## src/rtl/ravenna_dac_pkg.sv

```systemverilog
// Shared types and defaults for the Ravenna DAC sample sequencer.
// Pure declarations: no latency, no flow control.
package ravenna_dac_pkg;

  typedef enum logic [1:0] {
    IDLE    = 2'd0,
    POWERUP = 2'd1,
    RUN     = 2'd2
  } state_t;

  localparam int DEF_DAC_BITS      = 10;
  localparam int DEF_FIFO_DEPTH    = 8;
  localparam int DEF_DIV_BITS      = 16;
  localparam int DEF_SETTLE_CYCLES = 64;

  // Level counter needs one extra bit so that "full" (== depth) is representable.
  function automatic int level_bits(input int depth);
    return $clog2(depth) + 1;
  endfunction

endpackage

```

## src/rtl/ravenna_dac_fifo.sv

```systemverilog
// Synchronous sample FIFO with flush; head is read combinationally, push/pop take effect at the edge.
// Backpressure: full refuses pushes internally, pop on empty is ignored, flush overrides both.
module ravenna_dac_fifo
  import ravenna_dac_pkg::*;
#(
  parameter int WIDTH = DEF_DAC_BITS,
  parameter int DEPTH = DEF_FIFO_DEPTH
) (
  input  logic                          clk,
  input  logic                          resetn,
  input  logic                          push,
  input  logic [WIDTH-1:0]              push_data,
  input  logic                          pop,
  input  logic                          flush,
  output logic [WIDTH-1:0]              head,
  output logic [level_bits(DEPTH)-1:0]  level,
  output logic                          full
);

  localparam int AW = $clog2(DEPTH);
  localparam int LW = level_bits(DEPTH);
  localparam logic [LW-1:0] DEPTH_L = LW'(DEPTH);

  logic [WIDTH-1:0] mem [DEPTH];
  logic [AW-1:0]    wr_ptr;
  logic [AW-1:0]    rd_ptr;
  logic             do_push;
  logic             do_pop;

  assign full    = (level == DEPTH_L);
  assign head    = mem[rd_ptr];
  assign do_push = push && !full && !flush;
  assign do_pop  = pop && (level != '0) && !flush;

  // Storage needs no reset; the level counter guards every read.
  always_ff @(posedge clk) begin
    if (do_push) begin
      mem[wr_ptr] <= push_data;
    end
  end

  always_ff @(posedge clk or negedge resetn) begin
    if (!resetn) begin
      wr_ptr <= '0;
      rd_ptr <= '0;
      level  <= '0;
    end else if (flush) begin
      wr_ptr <= '0;
      rd_ptr <= '0;
      level  <= '0;
    end else begin
      if (do_push) wr_ptr <= wr_ptr + AW'(1);
      if (do_pop)  rd_ptr <= rd_ptr + AW'(1);
      case ({do_push, do_pop})
        2'b10:   level <= level + LW'(1);
        2'b01:   level <= level - LW'(1);
        default: level <= level;
      endcase
    end
  end

endmodule

```

## src/rtl/ravenna_dac_sequencer.sv

```systemverilog
// DAC sample sequencer: settle after enable, then one FIFO sample per clkdiv+1 cycles (value one edge after tick).
// Backpressure: s_ready drops when the FIFO is full or while a disable flush is in progress.
module ravenna_dac_sequencer
  import ravenna_dac_pkg::*;
#(
  parameter int DAC_BITS      = DEF_DAC_BITS,
  parameter int FIFO_DEPTH    = DEF_FIFO_DEPTH,
  parameter int DIV_BITS      = DEF_DIV_BITS,
  parameter int SETTLE_CYCLES = DEF_SETTLE_CYCLES
) (
  input  logic                               clk,
  input  logic                               resetn,
  input  logic                               enable,
  input  logic [DIV_BITS-1:0]                clkdiv,
  input  logic                               hold_last,
  input  logic                               s_valid,
  input  logic [DAC_BITS-1:0]                s_data,
  output logic                               s_ready,
  output logic                               dac_ena,
  output logic [DAC_BITS-1:0]                dac_value,
  output logic                               dac_strobe,
  output logic [level_bits(FIFO_DEPTH)-1:0]  fifo_level,
  output logic                               underrun,
  input  logic                               underrun_clr,
  output logic                               busy
);

  localparam int SW = $clog2(SETTLE_CYCLES + 1);
  localparam logic [SW-1:0] SETTLE_LOAD = SW'(SETTLE_CYCLES - 1);

  state_t              state;
  state_t              state_nxt;
  logic [SW-1:0]       settle_cnt;
  logic [DIV_BITS-1:0] div_cnt;
  logic                flush;
  logic                tick;
  logic                fifo_full;
  logic                fifo_empty;
  logic                push_vld;
  logic                pop_vld;
  logic [DAC_BITS-1:0] fifo_head;

  // Dropping enable while active tears everything down in a single edge.
  assign flush      = (state != IDLE) && !enable;
  assign tick       = (state == RUN) && enable && (div_cnt == '0);
  assign fifo_empty = (fifo_level == '0);
  assign pop_vld    = tick && !fifo_empty;
  assign s_ready    = !fifo_full && !flush;
  assign push_vld   = s_valid && s_ready;

  ravenna_dac_fifo #(
    .WIDTH (DAC_BITS),
    .DEPTH (FIFO_DEPTH)
  ) u_fifo (
    .clk       (clk),
    .resetn    (resetn),
    .push      (push_vld),
    .push_data (s_data),
    .pop       (pop_vld),
    .flush     (flush),
    .head      (fifo_head),
    .level     (fifo_level),
    .full      (fifo_full)
  );

  always_ff @(posedge clk or negedge resetn) begin
    if (!resetn) begin
      state <= IDLE;
    end else begin
      state <= state_nxt;
    end
  end

  // dac_ena decodes straight from the state register so reset drops it without a clock.
  always_comb begin
    state_nxt = state;
    dac_ena   = 1'b0;
    busy      = 1'b0;
    case (state)
      IDLE: begin
        if (enable) state_nxt = POWERUP;
      end
      POWERUP: begin
        dac_ena = 1'b1;
        busy    = 1'b1;
        if (!enable)                state_nxt = IDLE;
        else if (settle_cnt == '0)  state_nxt = RUN;
      end
      RUN: begin
        dac_ena = 1'b1;
        busy    = 1'b1;
        if (!enable) state_nxt = IDLE;
      end
      default: state_nxt = IDLE;
    endcase
  end

  always_ff @(posedge clk or negedge resetn) begin
    if (!resetn) begin
      settle_cnt <= '0;
      div_cnt    <= '0;
    end else begin
      if (state == IDLE && enable) begin
        settle_cnt <= SETTLE_LOAD;
      end else if (state == POWERUP && settle_cnt != '0) begin
        settle_cnt <= settle_cnt - SW'(1);
      end

      // Divider starts at zero so the first RUN cycle is already a tick.
      if (state == POWERUP && settle_cnt == '0) begin
        div_cnt <= '0;
      end else if (state == RUN) begin
        if (div_cnt == '0) div_cnt <= clkdiv;
        else               div_cnt <= div_cnt - DIV_BITS'(1);
      end
    end
  end

  always_ff @(posedge clk or negedge resetn) begin
    if (!resetn) begin
      dac_value  <= '0;
      dac_strobe <= 1'b0;
      underrun   <= 1'b0;
    end else begin
      dac_strobe <= pop_vld;

      if (flush)                   dac_value <= '0;
      else if (pop_vld)            dac_value <= fifo_head;
      else if (tick && !hold_last) dac_value <= '0;

      // A new underrun outranks a simultaneous clear.
      if (tick && fifo_empty) underrun <= 1'b1;
      else if (underrun_clr)  underrun <= 1'b0;
    end
  end

endmodule
```

## config.mk

```make
export PLATFORM = sky130hd
export DESIGN_NAME = ravenna_dac_sequencer
export DESIGN_NICKNAME = d
export VERILOG_FILES = /design/src/rtl/ravenna_dac_pkg.sv /design/src/rtl/ravenna_dac_fifo.sv /design/src/rtl/ravenna_dac_sequencer.sv
export SDC_FILE = /design/constraint.sdc
export NUM_CORES = 1
export LEC_CHECK = 0
export CAP_MARGIN = 0
export CORE_MARGIN = 2
export CORE_UTILIZATION = 40
export CTS_CLUSTER_SIZE = 20
export DETAILED_ROUTE_END_ITERATION = 7
export HOLD_SLACK_MARGIN = 0.06
export SLEW_MARGIN = 40
export SYNTH_ARGS = -nofsm -noshare
export SYNTH_HDL_FRONTEND = slang
export SYNTH_SLANG_ARGS = --single-unit
export TNS_END_PERCENT = 50
```

## constraint.sdc

```tcl
create_clock -name clk -period 9.3 [get_ports clk]
set_input_delay 1.86 -clock clk [delete_from_list [all_inputs] [get_ports clk]]
set_output_delay 1.86 -clock clk [all_outputs]
set_load 0.02 [all_outputs]
```

# --- Yosys cells after proc, flatten, opt, wreduce, memory -nomap -nowiden ---
# Memory sizes are Yosys's and may differ from the RTL's.
# Cells that the tools add are included.
word_totals:
  ff_bits: 47
  ramBits: 80
  input_bits: 32
  output_inout_bits: 19
  wordCells: 84
  n_memories: 1
memory_table:
  columns: ["memory", "words", "width", "rd", "rd_clocked_by_memory_dff", "write_ports", "line_no", "source"]
  rows:
  - ["u_fifo.mem", 8, 10, 1, 0, 1, "ravenna_dac_fifo.sv:24", "logic [WIDTH-1:0] mem [DEPTH];"]
classes:
  n_addsub: 6
  n_eq_ne: 8
  muxes: 24
  n_reduce_logical: 36
ops:
  columns: ["cell", "n"]
  rows:
  - ["$mux W16", 3]
  - ["$mux W10", 3]
  - ["$logic_not A16 Y1", 1]
  - ["$sub A16 B1 Y16 const B", 1]
  - ["$logic_and A1 B1 Y1", 15]
  - ["$mux W7", 2]
  - ["$mux W3", 4]
  - ["$reduce_bool A2 Y1", 6]
  - ["$mux W2", 4]
  - ["$pmux W4 S2", 1]
  - ["$logic_not A7 Y1", 1]
  - ["$reduce_bool A7 Y1", 1]
  - ["$sub A7 B1 Y7 const B", 1]
  - ["$add A3 B1 Y3 const B", 2]
  - ["$pmux W2 S3", 1]
  - ["$reduce_bool A3 Y1", 2]
  - ["$logic_not A1 Y1", 5]
  - ["$mux W1", 5]
  - ["$add A4 B1 Y4 const B", 1]
  - ["$eq A2 B1 Y1 const B", 2]
  - ["$eq A2 B2 Y1 const B", 2]
  - ["$eq A4 B4 Y1 const B", 1]
  - ["$logic_not A4 Y1", 1]
  - ["$mux W4", 1]
  - ["other kinds (7)", 8]

# --- Depth between registers and ports, before layout ---
logic_depth:
  ltp_word: 10
  mapped_depth: 12
  mapped_depth_nobuf: 11

# --- Hierarchy ---
# From an unflattened synthesis, not the netlist that was laid out.
hier_totals:
  cells_unflattened: 422
  hier_area_um2: 5838.1
modules_own_cells:
  columns: ["module", "instances", "cells_per_inst", "area_per_inst_um2", "seq_area_each_um2"]
  rows:
  - ["ravenna_dac_fifo", 1, 191, 3669.8, 2652.5]
  - ["ravenna_dac_sequencer", 1, 231, 2168.3, 925.9]

# --- Least setup slack after synthesis ---
# OpenSTA, ideal clock, no wires.
synth_timing:
  path_kind: "input to output"
  startpoint: "in enable"
  endpoint: "out s_ready"
  arrival_ns: 2.450
  t_required_ns: 7.440
  path_slack_ns: 4.990
  cell_stages: 3
  path_buffers: 1
  path_cell_list: "buf_2 > nor2_1 > nor2_1"
synth_via:
  elab_chain_len: 4
synth_rtl:
  columns: ["element", "line_no", "source"]
  rows:
  - ["start: declaration", "ravenna_dac_sequencer.sv:13", "input logic enable,"]
  - ["$logic_not A1 Y1", null, null]
  - ["$logic_and A1 B1 Y1", "ravenna_dac_sequencer.sv:44", "assign flush = (state != IDLE) && !enable;"]
  - ["$logic_not A1 Y1", "ravenna_dac_sequencer.sv:48", "assign s_ready = !fifo_full && !flush;"]
  - ["$logic_and A1 B1 Y1", "ravenna_dac_sequencer.sv:48", null]
  - ["end: declaration", "ravenna_dac_sequencer.sv:18", "output logic s_ready,"]
# No other way between the ends.

# --- Worst setup path after layout ---
# Ends and elaborated chain as after synthesis.

==> flow_summary.yaml <==
synthesis:
  synth_fp_nets: 471
  yosysWarnings: 0
  synth-edff-count: 80
  synth_seq_area_share_pct: 61.11
  postSynthAreaPerCell_um2: 13.68
  synth_cell_types: 53
  ys.flop_type: "edfxtp_1"
  async_reset_ff_share_pct: 37.01
  netlist_area_um2: 5856
  syn_inst: 428
  ys_ff_latch: 127
setup_path:
  crit_type: "in2out"
  end_kind: "primary output"
  crit_required_ps: 7440
  start_kind: "input pin"
  cp.arrival_ps: 3540
  critPathMaxFanout: 11
placed_design:
  place_hpwl_mm: 8.239
  place_congestion: 0.8530
  portBuffers: 50
  pre_cts_ws_ps: 3895
  placed_cell_area_um2: 6544
finish:
  syn_to_final_growth_pct: 21.45
  fin_nets: 527
  utilization_pct: 49.31
  drive_gt1_share_pct: 15.29
  final_common_cell: "edfxtp_1"
  final_cell_mix: "80 x edfxtp_1, 49 x clkdlybuf4s50_1, 46 x dfrtp_1"
  diodes: 0
  fin_area_um2: 7112
status:
  outcome: "completed"
pwr:
  switching_share_pct: 26.98
  power.density_nw_per_um2: 222.7
  pwr-share-comb_pct: 15.6
  p_leak_nw: 2.450
  pwr-share-seq_pct: 44.7
  intPower_mw: 1.157
  vdd_drop_max_mv: 0.1558
  power.switching_mw: 0.4274
  clkPwrFrac_pct: 39.7
route:
  drt_iter0_markers: 280
  drc: 0
  wirelength_mm: 12.62
  via_per_inst: 5.551
  wire_per_inst_um: 18.53
  vias: 3780
  drt_pass1_iterations: 5
  antenna_left: 0
grt:
  gr-usage-all-layers_pct: 17.35
  first_global_vias: 3969
  antenna_found_initial: 0
  grt_first_pass_wirelength_mm: 20.81
  grt_start_max_net_pins: 48
  grt_overflow: 0
timing:
  fmaxAchievable_mhz: 185.2
  finalWorstSetupSlack_ps: 3900
  tightest_slew_ps: 769.8
  rsz0062_at_grt: "no"
  fin_crit_sh_pct: 58.07
  maxSlewHeadroom_pct: 48.68
  whs_ps: 492.2
  maxSlewViolCount: 0
  finClkSkew_ps: 9.343
  final_hold_viol_count: 0
  setup_tns_ps: 0
  setup_violations: 0
  fin_crit_ps: 5400
clock_network:
  cts_sinks: 127
  clk_path_buf_depth: 2
  path_clk_slew_ps: 50
  post-cts-setup-buffers: 0
  cts_made_buffers: 17
  h-tree-depth: 4
  cts_resized: 0
  hold_buffers: 0
  cts_tree: "done"
  clock_tree.root_cell: "clkbuf_16"
  insertion_delay_ps: 420
die:
  row_count: 44
  die-area_um2: 15620
  die_w_um: 125.0
  start_util_pct: 40.60
  num_io_pins: 51
  die_h_um: 125.0
  core_area_um2: 14420
flow_run:
  cap_violations: 0
min_path:
  min-delay-path-class: "reg2reg"
-- power by group through the flow --
stage / clock (mW) / sequential, mW / combinational, mW
2_1_floorplan: 0 / 0.708 / 0.156
3_5_place_dp: 0 / 0.718 / 0.248
4_1_cts: 0.644 / 0.708 / 0.250
3_3_place_gp: 0 / 0.714 / 0.243
5_1_grt: 0.673 / 0.715 / 0.271
6_report: 0.629 / 0.708 / 0.248
-- Yosys cell counts, types with 2 or more instances --
cell type	instances	area, um2
nor3b_1	5	37.54
nor2_1	25	93.84
a221o_1	2	20.02
nor4b_1	2	17.52
or4_1	5	37.54
edfxtp_1	80	2402
nand2_1	17	63.81
a221oi_1	2	17.52
mux2i_1	12	120.1
o22ai_1	4	25.02
o21ai_1	12	60.06
nor4_1	8	50.05
buf_4	3	22.52
a211oi_1	2	15.01
nor4b_2	2	30.03
a31oi_1	3	18.77
mux4_2	20	450.4
or4_4	3	33.78
o2bb2ai_1	16	140.1
o211ai_1	4	30.03
xor2_1	4	35.03
buf_6	4	45.04
nor3_1	17	85.08
or3_1	7	43.79
o21ai_0	18	90.09
dfrtp_1	47	1176
a21oi_1	20	100.1
or2_1	2	12.51
o21a_1	2	15.01
nand3b_1	4	30.03
nand3_1	6	30.03
or2_2	2	12.51
nand4_1	2	12.51
nor2b_1	2	12.51
a32o_1	2	20.02
inv_1	16	60.06
ha_1	11	137.6
xnor2_1	5	43.79
nand2b_1	2	12.51
buf_2	8	40.04
clkbuf_1	8	30.03
-- layout make-up --
class	count	area, um2
flip-flops and latches	127	3580
clock buffers	22	464.2
multi-input cells	262	2101
clock inverters	10	103.9
well taps	184	230.2
inverters	16	60.06
repair buffers	60	573.1
fillers	1232	7312
-- metrics by stage --
step	total power [mW]	std cells
2_1_floorplan	0.8644	428
3_3_place_gp	0.9569	649
3_5_place_dp	0.9658	649
4_1_cts	1.601	681
5_1_grt	1.659	681
6_report	1.584	681
-- registers in the layout, indices dropped and copies added, names as in the netlist --
| name | cells |
|---|---|
| u_fifo.rd_ptr | 3 |
| dac_strobe | 1 |
| settle_cnt | 7 |
| dac_value | 10 |
| u_fifo.level | 4 |
| u_fifo.mem | 80 |
| state | 2 |
| div_cnt | 16 |
| underrun | 1 |
| u_fifo.wr_ptr | 3 |
-- final timing paths --
| path | start | end | slack [ps] | cells after the start |
|---|---|---|---|---|
| min in group asynchronous | resetn | settle_cnt[6] | 1450 | 1 |
| worst max register to register | state[0] | u_fifo.level[2] | 6170 | 11 |
| worst max-delay path | enable | s_ready | 3900 | 4 |
| worst min register to register | dac_value[3] | dac_value[3] | 490 | 1 |
| max in group asynchronous | resetn | u_fifo.rd_ptr[1] | 7390 | 1 |
| worst min-delay path | dac_value[3] | dac_value[3] | 490 | 1 |
-- worst max-delay path, stage by stage --
cell	delay, ps
clkdlybuf4s50_1	590
nor2_1	460
nor2_1	70
clkdlybuf4s50_1	550
-- routing by layer --
layer	GRT usage (%)	up-vias	part of all wire (%)
li1	-	1795	-
met1	22.52	1887	46
met2	27.43	89	49
met3	5.220	9	4.3
met4	7.124	0	1.0
met5	0	-	0
-- kinds of logic (layout without fill, tap and decap cells) --
kind of cell             count (synthesis)  in the layout  share of synthesized area [%]
AO/OA/AOI/OAI                           92             92                          10.15
buffers and inverters                   39            108                          3.376
flip-flops                             127            127                          61.11
AND/OR/NAND/NOR                        118            118                          11.92
XOR/XNOR                                 9              9                          1.346
adder cells (fa/ha/maj)                 11             11                          2.350
multiplexers                            32             32                          9.744
Note: power is estimated with default switching activity, not from simulation.
